[config.mk]
export PLATFORM = sky130hd
export DESIGN_NAME = lif_neuron_scanner
export DESIGN_NICKNAME = d
export VERILOG_FILES = /design/src/rtl/snn_pkg.sv /design/src/rtl/lif_update.sv /design/src/rtl/lif_neuron_scanner.sv
export SDC_FILE = /design/constraint.sdc
export NUM_CORES = 1
export LEC_CHECK = 0
export CORE_MARGIN = 3
export CORE_UTILIZATION = 50
export CTS_CLUSTER_SIZE = 24
export DETAILED_ROUTE_END_ITERATION = 6
export PLACE_DENSITY = 0.8
export SETUP_SLACK_MARGIN = 0.2
export SLEW_MARGIN = 15
export SYNTH_ARGS = -nofsm -noshare
export SYNTH_HDL_FRONTEND = slang
export SYNTH_SLANG_ARGS = --single-unit
[constraint.sdc]
create_clock -name i_clock -period 6.25 [get_ports i_clock]
set_input_delay 0.9375 -clock i_clock [delete_from_list [all_inputs] [get_ports i_clock]]
set_output_delay 0.9375 -clock i_clock [all_outputs]
set_load 0.05 [all_outputs]
[src/rtl/snn_pkg.sv]
// snn_pkg: shared widths and FSM state encoding for the LIF neuron scanner.
//   NUM_SYN  - number of presynaptic inputs scanned per timestep
//   WEIGHT_W - width of one synaptic weight
//   MEM_W    - width of the membrane potential and the weighted sum
`timescale 1ns/1ps
package snn_pkg;
  localparam int NUM_SYN  = 16;
  localparam int WEIGHT_W = 4;
  localparam int MEM_W    = 8;
  localparam int ADDR_W   = $clog2(NUM_SYN);

  typedef enum logic [2:0] {
    IDLE,
    SCAN,
    DRAIN,
    UPDATE,
    REFRACT
  } state_t;
endpackage

[src/rtl/lif_update.sv]
// lif_update: combinational membrane update for one timestep.
//   i_v      - current membrane potential
//   i_sum    - weighted sum of active synapses for this timestep
//   o_v_next - min(255, v - (v >> LEAK_SHIFT) + sum)
//   o_fire   - o_v_next has reached THRESHOLD
`timescale 1ns/1ps
module lif_update import snn_pkg::*; #(
  parameter logic [MEM_W-1:0] THRESHOLD  = 8'd64,
  parameter int               LEAK_SHIFT = 3
) (
  input  logic [MEM_W-1:0] i_v,
  input  logic [MEM_W-1:0] i_sum,
  output logic [MEM_W-1:0] o_v_next,
  output logic             o_fire
);
  logic [MEM_W-1:0] w_leak;
  logic [MEM_W-1:0] w_leaked;
  logic [MEM_W:0]   w_total;

  // v >> k never exceeds v, so the subtraction cannot underflow.
  assign w_leak   = i_v >> LEAK_SHIFT;
  assign w_leaked = i_v - w_leak;
  // One extra bit catches the carry used for saturation.
  assign w_total  = {1'b0, w_leaked} + {1'b0, i_sum};
  assign o_v_next = w_total[MEM_W] ? {MEM_W{1'b1}} : w_total[MEM_W-1:0];
  assign o_fire   = (o_v_next >= THRESHOLD);
endmodule

[src/rtl/lif_neuron_scanner.sv]
// lif_neuron_scanner: leaky integrate-and-fire neuron that scans 16 synaptic
// weights from an external memory once per timestep.
//   i_clock, i_reset   - clock and synchronous active-high reset
//   i_step_valid       - timestep request; i_pre_spikes valid with it
//   o_step_ready       - high in IDLE only; accept = valid && ready
//   i_pre_spikes       - presynaptic spike vector, latched on accept
//   o_w_rd, o_w_addr   - weight read strobe and synapse index
//   i_w_data           - weight, returned the cycle after o_w_rd
//   o_post_spike       - one-cycle output spike
//   o_done             - one-cycle timestep completion pulse
//   o_membrane         - registered membrane potential
`timescale 1ns/1ps
module lif_neuron_scanner import snn_pkg::*; #(
  parameter logic [MEM_W-1:0] THRESHOLD     = 8'd64,
  parameter int               LEAK_SHIFT    = 3,
  parameter int               REFRACT_STEPS = 2
) (
  input  logic                i_clock,
  input  logic                i_reset,
  input  logic                i_step_valid,
  output logic                o_step_ready,
  input  logic [NUM_SYN-1:0]  i_pre_spikes,
  output logic                o_w_rd,
  output logic [ADDR_W-1:0]   o_w_addr,
  input  logic [WEIGHT_W-1:0] i_w_data,
  output logic                o_post_spike,
  output logic                o_done,
  output logic [MEM_W-1:0]    o_membrane
);
  localparam int               RCNT_W       = 8;
  localparam logic [RCNT_W-1:0] REFRACT_LOAD = RCNT_W'(REFRACT_STEPS);

  state_t              r_state;
  state_t              w_state_next;
  logic [NUM_SYN-1:0]  r_spikes;
  logic [ADDR_W-1:0]   r_addr;
  logic [ADDR_W-1:0]   r_addr_prev;
  logic                r_rd_prev;
  logic [MEM_W-1:0]    r_sum;
  logic [MEM_W-1:0]    r_membrane;
  logic [RCNT_W-1:0]   r_refract;
  logic                r_done;
  logic                r_post_spike;

  logic                w_ready;
  logic                w_rd;
  logic                w_accept;
  logic [NUM_SYN-1:0]  w_hit_vec;
  logic                w_hit;
  logic [MEM_W-1:0]    w_v_next;
  logic                w_fire;

  // State register.
  always_ff @(posedge i_clock) begin
    if (i_reset) r_state <= IDLE;
    else         r_state <= w_state_next;
  end

  // Next-state logic.
  always_comb begin
    w_state_next = r_state;
    case (r_state)
      IDLE:    if (i_step_valid) w_state_next = (r_refract != '0) ? REFRACT : SCAN;
      SCAN:    if (r_addr == ADDR_W'(NUM_SYN-1)) w_state_next = DRAIN;
      DRAIN:   w_state_next = UPDATE;
      UPDATE:  w_state_next = IDLE;
      REFRACT: w_state_next = IDLE;
      default: w_state_next = IDLE;
    endcase
  end

  // State-decoded outputs.
  always_comb begin
    w_ready  = (r_state == IDLE);
    w_rd     = (r_state == SCAN);
    w_accept = w_ready & i_step_valid;
  end

  // Spike bit of the address read last cycle; its weight is on i_w_data now.
  generate
    for (genvar gi = 0; gi < NUM_SYN; gi++) begin : g_hit
      assign w_hit_vec[gi] = r_spikes[gi] & (r_addr_prev == ADDR_W'(gi));
    end
  endgenerate
  assign w_hit = |w_hit_vec;

  lif_update #(
    .THRESHOLD  (THRESHOLD),
    .LEAK_SHIFT (LEAK_SHIFT)
  ) u_update (
    .i_v      (r_membrane),
    .i_sum    (r_sum),
    .o_v_next (w_v_next),
    .o_fire   (w_fire)
  );

  // Datapath: address counter, accumulator, membrane and refractory counter.
  always_ff @(posedge i_clock) begin
    if (i_reset) begin
      r_spikes     <= '0;
      r_addr       <= '0;
      r_addr_prev  <= '0;
      r_rd_prev    <= 1'b0;
      r_sum        <= '0;
      r_membrane   <= '0;
      r_refract    <= '0;
      r_done       <= 1'b0;
      r_post_spike <= 1'b0;
    end else begin
      r_done       <= 1'b0;
      r_post_spike <= 1'b0;
      r_rd_prev    <= w_rd;
      r_addr_prev  <= r_addr;

      if (w_accept) begin
        r_spikes <= i_pre_spikes;
        r_sum    <= '0;
        r_addr   <= '0;
      end else if (r_rd_prev && w_hit) begin
        // 16 x 15 = 240 max, fits in 8 bits.
        r_sum <= r_sum + MEM_W'(i_w_data);
      end

      // Wraps to 0 after the last address, leaving w_addr at 0 in IDLE.
      if (w_rd) r_addr <= r_addr + ADDR_W'(1);

      if (r_state == UPDATE) begin
        r_done <= 1'b1;
        if (w_fire) begin
          r_post_spike <= 1'b1;
          r_membrane   <= '0;
          r_refract    <= REFRACT_LOAD;
        end else begin
          r_membrane <= w_v_next;
        end
      end

      // Only entered with a nonzero counter, so the decrement cannot wrap.
      if (r_state == REFRACT) begin
        r_done     <= 1'b1;
        r_membrane <= '0;
        r_refract  <= r_refract - RCNT_W'(1);
      end
    end
  end

  assign o_step_ready = w_ready;
  assign o_w_rd       = w_rd;
  assign o_w_addr     = r_addr;
  assign o_post_spike = r_post_spike;
  assign o_done       = r_done;
  assign o_membrane   = r_membrane;
endmodule

==> reports/metrics.csv, run 1 <==
metric;value;unit
final cell count without fillers;451;
sequential share of power;0.461;
critical path endpoint;r_refract[1];
TritonCTS sink count;54;
number of rows created at floorplan;27;
clk buf depth;2;
GR met2 Demand/Resource;0.333;
Min Clock Period, post-route;3.82;ns
net count after synthesis;389;
antenna fix cells;0;
post-CTS resize count;0;
maximum frequency from static timing analysis;262;MHz
average routed wire per standard cell;13.0;µm
CP Data Required Time;6.46;ns
initial antenna violation count;0;
startpoint class of the critical path;register;
library cells used by synthesis;54;
worst-skew pair later-pin latency;0.32;ns
number of cells on the worst reg-to-reg path;15;
ANT nets after route;0;
WL final;5840;µm
reg-to-reg slack, setup;2.43;ns
total power of the final layout;0.934;mW
worst-case hold slack;0.460;ns
number of buffers created by CTS;5;
vias in the first global route;2381;
Area contributors post-synth;sky130_fd_sc_hd__dfxtp_1 37%, sky130_fd_sc_hd__ha_1 8.1%, sky130_fd_sc_hd__nand2_1 6.4%;
critical setup path kind;register to register;
post-CTS setup repair buffer count;0;
fraction of final layout cells sized beyond drive strength 1;0.0580;
DP HPWL;4400;µm
RSZ-0062 raised after global routing;no;
global-route wire length before repair;9960;µm
routing usage on met3;0.0271;
die outline height;82.4;µm
count of port buffers added during placement;38;
clock-pin slew on the worst setup and hold paths;0.10;ns
ys async rst share;0;
remaining global-route overflow;0;
Final Max Slew Viols;0;
run status;finished, final reports clean;
relative slew slack;0.488;
actual slew at the worst max-slew pin;0.764;ns
Hold-fix buffers, CTS;0;
met1 usage in global routing;0.223;
leak pwr;1.35;nW
number of nets at the end of the flow;423;
area leader, netlist;sky130_fd_sc_hd__dfxtp_1;
IR Drop Worst-Case VDD;367;µV
number of search-and-repair iterations in the first detailed-routing pass;4;
Critical R2R Capture;r_refract[1];
power per unit of standard cell area;271;nW/µm²
FF/Latch Area;1080;µm²
endpoint type of the worst setup path;register;
count of endpoints failing setup in the final report;0;
count of maximum capacitance violations;0;
number of synthesized flops with an enable pin;0;
clock root buffer master;sky130_fd_sc_hd__clkbuf_8;
initial DRC count;124;
post-DR vias/cell;5.46;
via count;2463;
remaining design rule violation count;0;
Setup TNS Final;0;ns
Post-Synthesis Cells;344;
total net switching power;0.340;mW
weighted congestion reported at the end of routability-driven placement;0.901;
filler cell count in the final layout;502;
overall die width;82.4;µm
share of power burned in the clock network;0.221;
Post-Route Skew;0.00777;ns
average footprint of a synthesized cell;8.49;µm²
Total GRT Usage;0.185;
critical path arrival;4.03;ns
fin crit share;0.611;
instance count after placement with tap cells included;443;
TritonCTS clock tree;done;
switching power share of the total;0.364;
Synth Cell Area;2920;µm²
first element of the critical path;o_membrane[4];
io pins;39;
Worst path slowest cell;sky130_fd_sc_hd__a211oi_4;
Fin. Hold Viols;0;
pin count of the biggest net entering global routing;43;
number of cells on the worst hold path;2;
area fraction of the dominant cell type after synthesis;0.370;
crit-path max FO;8;
Synth Register Bits;54;
area of placed instances;3350;µm²
H-Tree Depth;2;
number of warnings issued by yosys;0;
area of the multi-input gates;1720;µm²
origin of the critical flop-to-flop path;o_membrane[4];
cell chain of the critical path;inv_1, ha_1, nor2b_1, o21ai_0, a21boi_0, o21ai_0, nor2b_1, xnor2_1, ha_1, a21o_1, a211oi_1, o2111ai_1, a211oi_4, nor2_1, o31a_1;
core footprint;5570;µm²
GR peak layer;met2;
effective utilization at floorplan;0.524;
logic gate share of total power;0.317;
biggest cell delay along the critical path;0.49;ns
Internal;0.594;mW
Hold WC Path Type;register to register;
area of all placed cells without fillers;3450;µm²
most frequently used flop master after synthesis;sky130_fd_sc_hd__dfxtp_1;
post-synthesis to final-layout area growth;18.1;%
share of the yosys chip area belonging to registers;0.370;
Total Die Area;6800;µm²
==> cell usage after synthesis (3+ instances only) <==
cell,n
sky130_fd_sc_hd__dfxtp_1,54
sky130_fd_sc_hd__nand2_1,50
sky130_fd_sc_hd__a21oi_1,33
sky130_fd_sc_hd__nor2_1,27
sky130_fd_sc_hd__ha_1,19
sky130_fd_sc_hd__inv_1,19
sky130_fd_sc_hd__nor3_1,11
sky130_fd_sc_hd__xnor2_1,11
sky130_fd_sc_hd__nand3_1,10
sky130_fd_sc_hd__clkbuf_1,9
sky130_fd_sc_hd__nor2b_1,9
sky130_fd_sc_hd__nand2b_1,8
sky130_fd_sc_hd__xor2_1,7
sky130_fd_sc_hd__o21ai_0,6
sky130_fd_sc_hd__a221oi_1,5
sky130_fd_sc_hd__and3_1,5
sky130_fd_sc_hd__a211oi_1,4
sky130_fd_sc_hd__a21o_1,4
sky130_fd_sc_hd__mux2i_1,4
sky130_fd_sc_hd__fa_1,3
sky130_fd_sc_hd__mux2_2,3
sky130_fd_sc_hd__nand3b_1,3
==> how the worst min path moves through the flow <==
stage,slack [ns],end,startpoint
floorplan,0.43,r_spikes[8],r_spikes[8]
global placement,0.44,r_spikes[14],r_spikes[14]
detailed placement,0.45,r_spikes[10],r_spikes[10]
CTS,0.46,r_spikes[5],r_spikes[5]
global route,0.48,r_spikes[6],r_spikes[6]
finish,0.46,r_spikes[5],r_spikes[5]
==> worst max-delay path, delay by kind of cell (launching register included) <==
kind	cells	cell delay, ns
XOR/XNOR	1	0.15
flip-flops	1	0.38
AO/OA/AOI/OAI	8	2.03
buffers and inverters	1	0.09
AND/OR/NAND/NOR	3	0.47
adder cells (fa/ha/maj)	2	0.59
==> flip-flops by register name, indices dropped and copies added, names as in the netlist <==
register      count
o_done            1
o_membrane        8
o_post_spike      1
o_w_addr          4
r_addr_prev       4
r_rd_prev         1
r_refract         8
r_spikes         16
r_state           3
r_sum             8
==> power by group through the flow <==
stage	combinational (mW)	sequential, mW	clock (mW)
floorplan	0.219	0.439	0
global placement	0.292	0.437	0
detailed placement	0.297	0.439	0
CTS	0.299	0.431	0.214
global route	0.332	0.438	0.227
finish	0.296	0.431	0.207
==> stage by stage <==
step | worst slack (ns) | utilization
floorplan | 2.42 | -
global placement | 2.59 | 0.602
detailed placement | 2.48 | 0.602
CTS | 2.45 | 0.619
global route | 2.00 | 0.619
finish | 2.43 | 0.619
==> layout by cell type (no fill, tap or decap), drive strengths merged, types with 4 or more instances in the layout <==
cell type	Yosys	final
dfxtp	54	54
nand2	50	50
clkdlybuf4s50	0	38
a21oi	34	34
nor2	27	27
inv	19	21
ha	19	19
nor3	11	11
xnor2	11	11
nand3	10	10
nor2b	9	9
nand2b	9	9
xor2	7	7
o21ai	7	7
a221oi	5	5
and3	5	5
clkbuf	9	5
a211oi	5	5
a21o	4	4
mux2i	4	4
==> metal layers <==
layer | part of all wire | wire length (µm)
met1 | 0.47 | 2730
met4 | 0.011 | 63
met3 | 0.037 | 215
met2 | 0.49 | 2840
met5 | 0 | 0
==> logic make-up after synthesis <==
kind of cell	after synthesis	synth area share
xor+xnor	18	0.0540
mux	9	0.0407
fa+ha+maj	22	0.102
simple gates	135	0.221
buf+inv	31	0.0403
flops	54	0.370
compound gates	75	0.172
==> area by class of cell <==
class,instances,share of cell area
Clock buffer,5,0.0199
Clock inverter,3,0.00834
Inverter,19,0.0207
Multi-Input combinational cell,259,0.499
Sequential cell,54,0.313
Tap cell,72,0.0261
Timing Repair Buffer,39,0.112
No activity file was read; power rests on OpenSTA's default activity.
==> run 2: changes to the inputs <==
PLACE_DENSITY = 0.82   (was 0.8)
clock period = 3.1 ns   (was 6.25 ns; I/O delays follow)
==> reports/metrics.csv, run 2 (synthesized netlist as in run 1, its figures left out) <==
metric;value;unit;change
run status;finished with violations;;
violated checks;negative setup slack;;
pin count of the biggest net entering global routing;33;;-23%
area of all placed cells without fillers;3800;µm²;+10%
GR met2 Demand/Resource;0.356;;+0.0224
Min Clock Period, post-route;3.24;ns;-0.573 ns
fraction of final layout cells sized beyond drive strength 1;0.199;;+0.140
initial antenna violation count;0;;unchanged
WL final;6840;µm;+17%
critical setup path kind;register to register;;
leak pwr;1.51;nW;+12%
met1 usage in global routing;0.287;;+0.0639
GR peak layer;met2;;
weighted congestion reported at the end of routability-driven placement;0.861;;-4.5%
utilization after layout;0.682;;+0.0633
remaining global-route overflow;0;;unchanged
via count;2640;;+7.2%
DP HPWL;5130;µm;+17%
relative slew slack;0.566;;+0.0784
Final Max Slew Viols;0;;unchanged
biggest cell delay along the critical path;0.50;ns;about the same
RSZ-0062 raised after global routing;yes;;
crit-path max FO;4;;-4
TritonCTS sink count;54;;unchanged
overall die width;82.4;µm;unchanged
count of maximum capacitance violations;0;;unchanged
effective utilization at floorplan;0.524;;unchanged
post-DR vias/cell;5.50;;+0.71%
count of port buffers added during placement;38;;unchanged
number of search-and-repair iterations in the first detailed-routing pass;4;;unchanged
core footprint;5570;µm²;unchanged
number of rows created at floorplan;27;;unchanged
worst-skew pair later-pin latency;0.31;ns;about the same
Post-Route Skew;0.0105;ns;+0.00271 ns
io pins;39;;unchanged
ANT nets after route;0;;unchanged
actual slew at the worst max-slew pin;0.649;ns;-0.115 ns
flip-flop count of the largest register, all copies and words added;16;;unchanged
power per unit of standard cell area;502;nW/µm²;+85%
average routed wire per standard cell;14.2;µm;+9.9%
antenna fix cells;0;;unchanged
critical path arrival;3.46;ns;-0.57 ns
number of buffers created by CTS;5;;unchanged
Fin. Hold Viols;0;;unchanged
initial DRC count;191;;+54%
commonest non-fill, non-tap cell in the layout;sky130_fd_sc_hd__nand2_1;;
vias in the first global route;2471;;+3.8%
Hold WC Path Type;register to register;;
routing usage on met3;0.0347;;+0.00759
minimum setup slack in the final design;-0.143;ns;-2.58 ns
TritonCTS clock tree;done;;
die outline height;82.4;µm;unchanged
clock root buffer master;sky130_fd_sc_hd__clkbuf_8;;
remaining design rule violation count;0;;unchanged
endpoint type of the worst setup path;register;;
IR Drop Worst-Case VDD;775;µV;+110%
global-route wire length before repair;11300;µm;+14%
area of placed instances;3630;µm²;+8.2%
Worst path slowest cell;sky130_fd_sc_hd__or4_4;;
Total GRT Usage;0.213;;+0.0285
clock-pin slew on the worst setup and hold paths;0.10;ns;about the same
post-synthesis to final-layout area growth;30.2;%;
startpoint class of the critical path;register;;
most frequent cells in the layout;49 x sky130_fd_sc_hd__nand2_1, 47 x sky130_fd_sc_hd__dfxtp_1, 38 x sky130_fd_sc_hd__clkdlybuf4s50_1;;
CP Data Required Time;3.32;ns;-3.14 ns
maximum frequency from static timing analysis;308;MHz;+18%
Total Die Area;6800;µm²;unchanged
H-Tree Depth;2;;unchanged
cell chain of the critical path;inv_2, ha_4, inv_2, fa_2, nand2_1, nand2_1, a21oi_2, o21ai_2, xnor2_1, ha_1, nand2_2, a211oi_2, or4_4, a211oi_4, buf_4, o21ai_1, a311oi_1;;
count of endpoints failing setup in the final report;13;;+13
register ranked first by flip-flop count;r_spikes;;
worst-case hold slack;0.460;ns;+0.000231 ns
fin crit share;1.05;;+0.436
number of nets at the end of the flow;452;;+6.9%
clk buf depth;2;;unchanged
-- run 2: cell count changes in the layout (fill, tap and decap cells not counted), sizes merged --
cell / delta
buf: +29
-- run 2: final cells by class --
class | instances | area [µm²]
flip-flops and latches | 54 | 1100
fillers | 462 | 1770
clock inverters | 3 | 26.3
multi-input cells | 259 | 1830
well taps | 72 | 90.1
inverters | 19 | 73.8
repair buffers | 68 | 613
clock buffers | 5 | 68.8
-- run 2: path summary, 6_finish.rpt --
path | slack (ns) | from | cells past startpoint | end
max | -0.14 | o_membrane[0] | 17 | r_refract[2]
min | 0.46 | r_spikes[14] | 2 | r_spikes[14]
max reg2reg | -0.14 | o_membrane[0] | 17 | r_refract[2]
min reg2reg | 0.46 | r_spikes[14] | 2 | r_spikes[14]
-- run 2: critical path, delay by kind of cell, from the launching register on --
family / cells / cell delay (ns)
AOI/OAI and AO/OA: 6 / 0.88
xor gates and xnor gates: 1 / 0.12
adders and majority gates: 3 / 0.80
buffers and inverters: 3 / 0.24
DFF: 1 / 0.36
and+or+nand+nor: 4 / 0.75
-- run 2: power breakdown --
group | internal (mW) | switching [mW] | total, mW
clock network | 0.167 | 0.254 | 0.421
logic | 0.251 | 0.368 | 0.619
registers | 0.783 | 0.0851 | 0.868
total | 1.20 | 0.707 | 1.91
-- run 2: metal layers --
layer,share of wire,vias up
met5,0,-
li1,-,1325
met3,0.034,13
met2,0.51,58
met1,0.44,1244
met4,0.015,0
-- run 2: repair_timing --
action / in CTS / in global routing
endpoints found under the setup margin: 15 / 15
hold buffers: 0 / 0
pin swaps: 17 / 10
buffers inserted: 2 / 2
resized for setup: 5 / 6
-- run 2: stage by stage --
| stage | std cells | setup TNS [ns] | worst slack [ns] | power (mW) |
|---|---|---|---|---|
| after floorplan | 344 | -2.01 | -0.233 | 1.33 |
| after global placement | 468 | -0.917 | -0.0935 | 1.48 |
| after detailed placement | 468 | -2.16 | -0.205 | 1.50 |
| after CTS | 478 | -1.59 | -0.171 | 1.91 |
| after global routing | 480 | -3.65 | -0.342 | 2.03 |
| final | 480 | -1.41 | -0.143 | 1.91 |
